==> src/rtl/spi_read_seq_if.sv <==
// Byte-stream link between spi_read_seq and a bit-bang spi_master.
//   tx_data  : byte offered to the master (sequencer drives)
//   tx_empty : no byte offered; master closes the frame (sequencer drives)
//   tx_get   : master took tx_data this cycle (master drives)
//   rx_data  : byte shifted in by the master (master drives)
//   rx_put   : rx_data valid this cycle (master drives)
// Modports: master = spi_master side, slave = sequencer side.
interface spi_read_seq_if;
    logic [7:0] tx_data;
    logic       tx_empty;
    logic       tx_get;
    logic [7:0] rx_data;
    logic       rx_put;

    modport master (
        input  tx_data, tx_empty,
        output tx_get, rx_data, rx_put
    );

    modport slave (
        output tx_data, tx_empty,
        input  tx_get, rx_data, rx_put
    );
endinterface

==> src/rtl/spi_read_seq.sv <==
// Serial-flash read sequencer. Feeds CMD, the address (MSB byte first) and
// len dummy bytes to the spi_master byte source, then drops the header echoes
// coming back on the byte sink and forwards the len payload bytes.
// Ports:
//   clock, reset_n  : rising-edge clock, asynchronous active-low reset
//   start           : read request, honoured only in IDLE
//   addr, len       : read address / payload byte count, captured on start
//   busy            : frame in progress
//   done            : one-cycle pulse with the last payload byte (or last echo)
//   spi             : byte-stream link to the spi_master (slave modport)
//   data, valid     : payload byte and its one-cycle strobe
module spi_read_seq #(
    parameter int          ADDR_BYTES = 3,
    parameter int          LEN_W      = 16,
    parameter logic [7:0]  CMD        = 8'h03,
    parameter logic [7:0]  DUMMY      = 8'h00
) (
    input  logic                    clock,
    input  logic                    reset_n,
    input  logic                    start,
    input  logic [8*ADDR_BYTES-1:0] addr,
    input  logic [LEN_W-1:0]        len,
    output logic                    busy,
    output logic                    done,
    spi_read_seq_if.slave           spi,
    output logic [7:0]              data,
    output logic                    valid
);

    localparam int AW = 8 * ADDR_BYTES;
    localparam int CW = LEN_W + 1;
    localparam logic [CW-1:0] HDR      = CW'(1 + ADDR_BYTES);
    localparam logic [CW-1:0] LAST_ADR = CW'(ADDR_BYTES);

    typedef enum logic [2:0] {
        S_IDLE,
        S_CMD,
        S_ADDR,
        S_PAYLOAD,
        S_WAIT
    } state_e;

    state_e          state;
    logic [AW-1:0]   addr_sh;   // address shifted left as bytes go out
    logic [LEN_W-1:0] len_reg;
    logic [CW-1:0]   tx_cnt;    // bytes taken by the master so far
    logic [CW-1:0]   rx_cnt;    // bytes pushed back by the master so far

    logic [CW-1:0]   total;
    logic [CW-1:0]   tx_cnt_inc;
    logic [CW-1:0]   rx_cnt_inc;

    assign total      = HDR + {1'b0, len_reg};
    assign tx_cnt_inc = tx_cnt + 1'b1;
    assign rx_cnt_inc = rx_cnt + 1'b1;

    always_ff @(posedge clock or negedge reset_n) begin
        if (!reset_n) begin
            state        <= S_IDLE;
            addr_sh      <= '0;
            len_reg      <= '0;
            tx_cnt       <= '0;
            rx_cnt       <= '0;
            busy         <= 1'b0;
            done         <= 1'b0;
            valid        <= 1'b0;
            data         <= 8'h00;
            spi.tx_data  <= 8'h00;
            spi.tx_empty <= 1'b1;
        end else begin
            valid <= 1'b0;
            done  <= 1'b0;

            // Tx side: the offered byte only moves after the master takes it.
            // A get while nothing is offered (IDLE/WAIT) is simply ignored.
            case (state)
                S_IDLE: begin
                    if (start) begin
                        addr_sh      <= addr;
                        len_reg      <= len;
                        tx_cnt       <= '0;
                        rx_cnt       <= '0;
                        busy         <= 1'b1;
                        spi.tx_empty <= 1'b0;
                        spi.tx_data  <= CMD;
                        state        <= S_CMD;
                    end
                end
                S_CMD: begin
                    if (spi.tx_get) begin
                        tx_cnt      <= tx_cnt_inc;
                        spi.tx_data <= addr_sh[AW-1 -: 8];
                        addr_sh     <= addr_sh << 8;
                        state       <= S_ADDR;
                    end
                end
                S_ADDR: begin
                    if (spi.tx_get) begin
                        tx_cnt <= tx_cnt_inc;
                        // tx_cnt already includes CMD, so it equals
                        // ADDR_BYTES when the final address byte goes.
                        if (tx_cnt == LAST_ADR) begin
                            if (len_reg != '0) begin
                                spi.tx_data <= DUMMY;
                                state       <= S_PAYLOAD;
                            end else begin
                                spi.tx_empty <= 1'b1;
                                state        <= S_WAIT;
                            end
                        end else begin
                            spi.tx_data <= addr_sh[AW-1 -: 8];
                            addr_sh     <= addr_sh << 8;
                        end
                    end
                end
                S_PAYLOAD: begin
                    if (spi.tx_get) begin
                        tx_cnt <= tx_cnt_inc;
                        if (tx_cnt_inc == total) begin
                            spi.tx_empty <= 1'b1;
                            state        <= S_WAIT;
                        end
                    end
                end
                S_WAIT: begin
                    // Leave one cycle after the final echo, so the done
                    // cycle itself still refuses a new start.
                    if (rx_cnt == total) begin
                        state <= S_IDLE;
                    end
                end
                default: state <= S_IDLE;
            endcase

            // Rx side runs independently of the tx state while busy.
            if (busy && spi.rx_put) begin
                rx_cnt <= rx_cnt_inc;
                if (rx_cnt >= HDR) begin
                    valid <= 1'b1;
                    data  <= spi.rx_data;
                end
                if (rx_cnt_inc == total) begin
                    done <= 1'b1;
                    busy <= 1'b0;
                end
            end
        end
    end

endmodule
==> src/flat_wrapper.sv <==
// flat-port wrapper written by rule: the top's interface ports become plain ports
module spi_read_seq_flat 
#(
    parameter int          ADDR_BYTES = 3,
    parameter int          LEN_W      = 16,
    parameter logic [7:0]  CMD        = 8'h03,
    parameter logic [7:0]  DUMMY      = 8'h00
)
  (clock, reset_n, start, addr, len, busy, done, data, valid, spi_tx_data, spi_tx_empty, spi_tx_get, spi_rx_data, spi_rx_put);
  spi_read_seq_if spi_i ();
  input  logic clock;
  input  logic reset_n;
  input  logic start;
  input  logic [8*ADDR_BYTES-1:0] addr;
  input  logic [LEN_W-1:0] len;
  output logic busy;
  output logic done;
  output logic [7:0] data;
  output logic valid;
  output wire logic [$bits(spi_i.tx_data)-1:0] spi_tx_data;
  output wire logic [$bits(spi_i.tx_empty)-1:0] spi_tx_empty;
  input wire logic [$bits(spi_i.tx_get)-1:0] spi_tx_get;
  input wire logic [$bits(spi_i.rx_data)-1:0] spi_rx_data;
  input wire logic [$bits(spi_i.rx_put)-1:0] spi_rx_put;
  assign spi_tx_data = spi_i.tx_data;
  assign spi_tx_empty = spi_i.tx_empty;
  assign spi_i.tx_get = spi_tx_get;
  assign spi_i.rx_data = spi_rx_data;
  assign spi_i.rx_put = spi_rx_put;
  spi_read_seq #(.ADDR_BYTES(ADDR_BYTES), .LEN_W(LEN_W), .CMD(CMD), .DUMMY(DUMMY)) u_core (.clock(clock), .reset_n(reset_n), .start(start), .addr(addr), .len(len), .busy(busy), .done(done), .spi(spi_i), .data(data), .valid(valid));
endmodule
==> config.mk <==
export PLATFORM = sky130hd
export DESIGN_NAME = spi_read_seq_flat
export DESIGN_NICKNAME = d
export VERILOG_FILES = /design/src/rtl/spi_read_seq_if.sv /design/src/rtl/spi_read_seq.sv /design/src/flat_wrapper.sv
export SDC_FILE = /design/constraint.sdc
export NUM_CORES = 1
export LEC_CHECK = 0
export ABC_AREA = 1
export ABC_CLOCK_PERIOD_IN_PS = 2370
export BUFFER_PORTS_ARGS = -buffer_cell sky130_fd_sc_hd__buf_2
export CORE_MARGIN = 4
export CORE_UTILIZATION = 54
export CTS_BUF_LIST = sky130_fd_sc_hd__clkbuf_8
export DETAILED_ROUTE_END_ITERATION = 10
export MAX_ROUTING_LAYER = met4
export PLACE_DENSITY = 0.86
export RECOVER_POWER = 25
export REMOVE_ABC_BUFFERS = 1
export SKIP_LAST_GASP = 1
export SLEW_MARGIN = 5
export SYNTH_ARGS = -nofsm -noshare
export SYNTH_HDL_FRONTEND = slang
export SYNTH_SLANG_ARGS = --single-unit
==> constraint.sdc <==
create_clock -name clock -period 2.37 [get_ports clock]
set_input_delay 0.1185 -clock clock [delete_from_list [all_inputs] [get_ports clock]]
set_output_delay 0.1185 -clock clock [all_outputs]
set_load 0.005 [all_outputs]
==> results by group <==
Layout
  – Fillers: 941
  – Top flop regs: u_core.addr_sh x24, u_core.rx_cnt x17, u_core.tx_cnt x17
  – Reg with most FFs: u_core.addr_sh
  – Area growth from synthesis to layout: 20.09%
  – Layout cell share with drive strength beyond 1: 18.17%
  – Diodes inserted: 0
  – Post-route insts no fill: 1172
  – Layout Nets: 1082
  – Max FFs per register: 24

Setup path
  – R2r setup slk: 0.12 ns
  – Reg-to-reg critical path endpoint: u_core.busy
  – Crit-path max FO: 6
  – Data arrival, critical path: 2.55 ns
  – Slowest stage delay, CP: 0.48 ns
  – Critical path type: flop to flop
  – Cell mode on critical path: nand2_1
  – R2r startpoint: u_core.rx_cnt[2]
  – Worst-path cell chain: nand3_1 > inv_1 > nand3b_1 > nor2_2 > nand2_1 > nand2_1 > xor2_1 > nand2_1 > nor2_1 > nand4_1 > nand2_1 > inv_1
  – CP required: 2.67 ns
  – Crit start category: flop
  – Critical path endpoint category: flop
  – Setup crit end: u_core.busy
  – CP max-delay cell: dfrtp_1
  – CP startpoint: u_core.rx_cnt[2]
  – Worst reg2reg path depth: 12

Logic synthesis
  – Synth unique cells: 38
  – Top cells by area, synth: dfrtp_1 (38%), nand2_1 (18%), inv_1 (6.7%)
  – Synth Area in Compound Gates: 10.92%
  – Post-Synth XOR/XNOR Area: 2.801%
  – Commonest register cell after synthesis: dfrtp_1
  – Synth Instances: 910
  – Asr flop ratio synth: 100.0%
  – Biggest area consumer among synthesized cells: dfrtp_1
  – Avg Cell Area, Syn: 6.872 um2
  – Commonest cells in the netlist: nand2_1 (298), inv_1 (112), dfrtp_1 (96)
  – Simple-Gate Fraction of Synth Area: 37.45%
  – Adder-cell area share of the yosys netlist: 1.000%
  – Most common cell in the netlist: nand2_1
  – Number of synthesized flops with an enable pin: 0
  – Mux cell area share after synthesis: 0%
  – Synth warn: 0
  – Synth top area share: 38.42%
  – Largest family of logic cells by synthesized area: simple AND/OR/NAND/NOR gates
  – Area of the mapped netlist: 0.006253 mm2
  – #FFs+latches synth: 97
  – Seq/Total Area, Yosys: 38.84%

Global routing
  – Total grt overflow: 0
  – Initial antenna violation count: 0
  – Largest net degree at the start of global routing: 53
  – First-pass GRT wire length: 28.43 mm
  – All-layer global routing usage: 27.48%
  – Vias in the first global route: 6061

Power
  – Power Dens Cells: 1117 mW/mm2
  – Static Leakage: 3.653 nW
  – VDD IR max: 0.7394 mV
  – Combinational power share: 53.2%
  – Switching pwr: 4.057 mW
  – Clock Power Share: 14.2%
  – Sw Share: 48.36%
  – P_int: 4.333 mW
  – Sequential power share: 32.6%

Timing
  – Period utilization: 94.79%
  – Minimum clock period: 2.247 ns
  – FMAX: 445.1 MHz
  – Clock Skews: 0.007220 ns
  – Fin. Hold Viols: 0
  – Pins over their slew limit: 0
  – Max-slew headroom: 7.115%
  – Setup TNS: 0 ns
  – Final Setup Violations: 0
  – Worst Max-Slew Pin Slew: 1.393 ns

Route
  – DRT Pass-1 Iters: 6
  – Routed Antenna Nets: 0
  – Vias: 6415
  – Initial DRC count: 687
  – Vias per std cell: 5.474
  – DRC Markers: 0
  – Post-DR wirelength/cell: 14.71 um
  – DRT Wirelength: 17.24 mm

Clocking
  – Clk slew on worst S/H paths: 0.10 ns
  – CTS tree: yes
  – TritonCTS Buffers: 9
  – Num Clock Sinks: 97
  – Root buffer cell: clkbuf_8
  – H-tree levels: 3
  – CTS Buffer Depth: 2
  – Worst skew pair latency: 0.39 ns

Die
  – Ports: 73
  – Die Span X: 115.6 um
  – Core box area: 0.01137 mm2
  – Die H: 115.6 um
  – Starting density of the core: 55.00%
  – Die ar.: 0.01337 mm2
  – FP Rows: 39

Placement
  – HPWL Detailed: 12.49 mm
  – Placed instance count: 1120
  – GPL Wtd Cong: 0.9584
  – PortBufs: 72

Worst hold path
  – Worst Hold Class: input port to flop

Run
  – Max Cap Violations: 0

Status
  – Status: complete, no violations
[worst min-delay path by stage]
stage / startpoint / to / slack (ns) / depth (start not counted)
2_1_floorplan: reset_n / u_core.addr_sh[0] / -0.18 / 0
3_3_place_gp: reset_n / u_core.len_reg[13] / 0.21 / 1
3_5_place_dp: reset_n / u_core.len_reg[13] / 0.21 / 1
4_1_cts: addr[10] / u_core.addr_sh[10] / 0.02 / 5
5_1_grt: addr[14] / u_core.addr_sh[14] / 0.04 / 5
6_report: addr[10] / u_core.addr_sh[10] / 0.04 / 5
[layout by cell type (no fill, tap or decap), types with 7 or more instances in the layout]
cell,count
nand2_1,290
inv_1,108
dfrtp_1,93
nand3_1,72
buf_2,69
nor2_1,63
o21ai_0,56
dlygate4sd3_1,33
o22ai_1,29
nand4_1,26
nand2_2,20
xor2_1,16
o21ai_1,15
nor2_2,14
buf_4,14
inv_2,13
clkbuf_8,11
nor3_1,9
a21oi_1,8
o21ai_2,7
[logic make-up after synthesis]
logic type / Yosys count
xor+xnor: 20
buf+inv: 142
flops: 97
compound gates: 121
simple gates: 525
fa+ha+maj: 5
[power by group through the flow]
stage	clock [mW]	sequential (mW)	combinational (mW)
3_3_place_gp	0	2.70	4.11
2_1_floorplan	0	2.63	3.01
5_1_grt	1.27	2.80	5.05
3_5_place_dp	0	2.72	4.22
4_1_cts	1.20	2.70	4.27
6_report	1.19	2.74	4.46
[layout make-up]
class	instances	area, um2	area share, %
inverter	124	467.9	6.231
clock buffer	11	151.4	2.016
timing repair buffer	121	833.3	11.10
tap	143	178.9	2.383
multi-input combinational	671	3382	45.03
sequential	97	2432	32.39
clock inverter	5	63.81	0.8497
[what timing repair did]
item / 4_1_cts / 5_1_grt
endpoints found under the hold margin: 82 / 0
hold buffers: 33 / 0
setup endpoints to repair: 0 / 6
buffers inserted: 0 / 3
gates resized for setup: 0 / 36
[metal layers]
layer | global-route usage, % | part of all wire [%]
met2 | 42.75 | 48
met3 | 4.386 | 7.0
met1 | 35.60 | 42
met4 | 12.30 | 3.6
met5 | - | 0
[stage by stage]
step / total power [mW] / util, % / hold WS (ns) / setup WS [ns] / area, um2
after floorplan: 5.638 / - / -0.1771 / 0.1459 / 6160
after global placement: 6.810 / 60.02 / 0.2056 / 0.1641 / 6824
after detailed placement: 6.944 / 60.02 / 0.2139 / 0.09330 / 6824
after CTS: 8.174 / 64.82 / 0.02039 / 0.07638 / 7370
after global routing: 9.120 / 66.05 / 0.04311 / -0.02913 / 7510
final: 8.390 / 66.05 / 0.03826 / 0.1234 / 7510
[worst max-delay path, delay by kind of cell, from the launching register on]
| kind | cells | cell delay [ns] |
|---|---|---|
| xor+xnor | 1 | 0.25 |
| buf+inv | 2 | 0.19 |
| flops | 1 | 0.48 |
| simple gates | 9 | 1.22 |
Note: power is estimated with default switching activity, not from simulation.
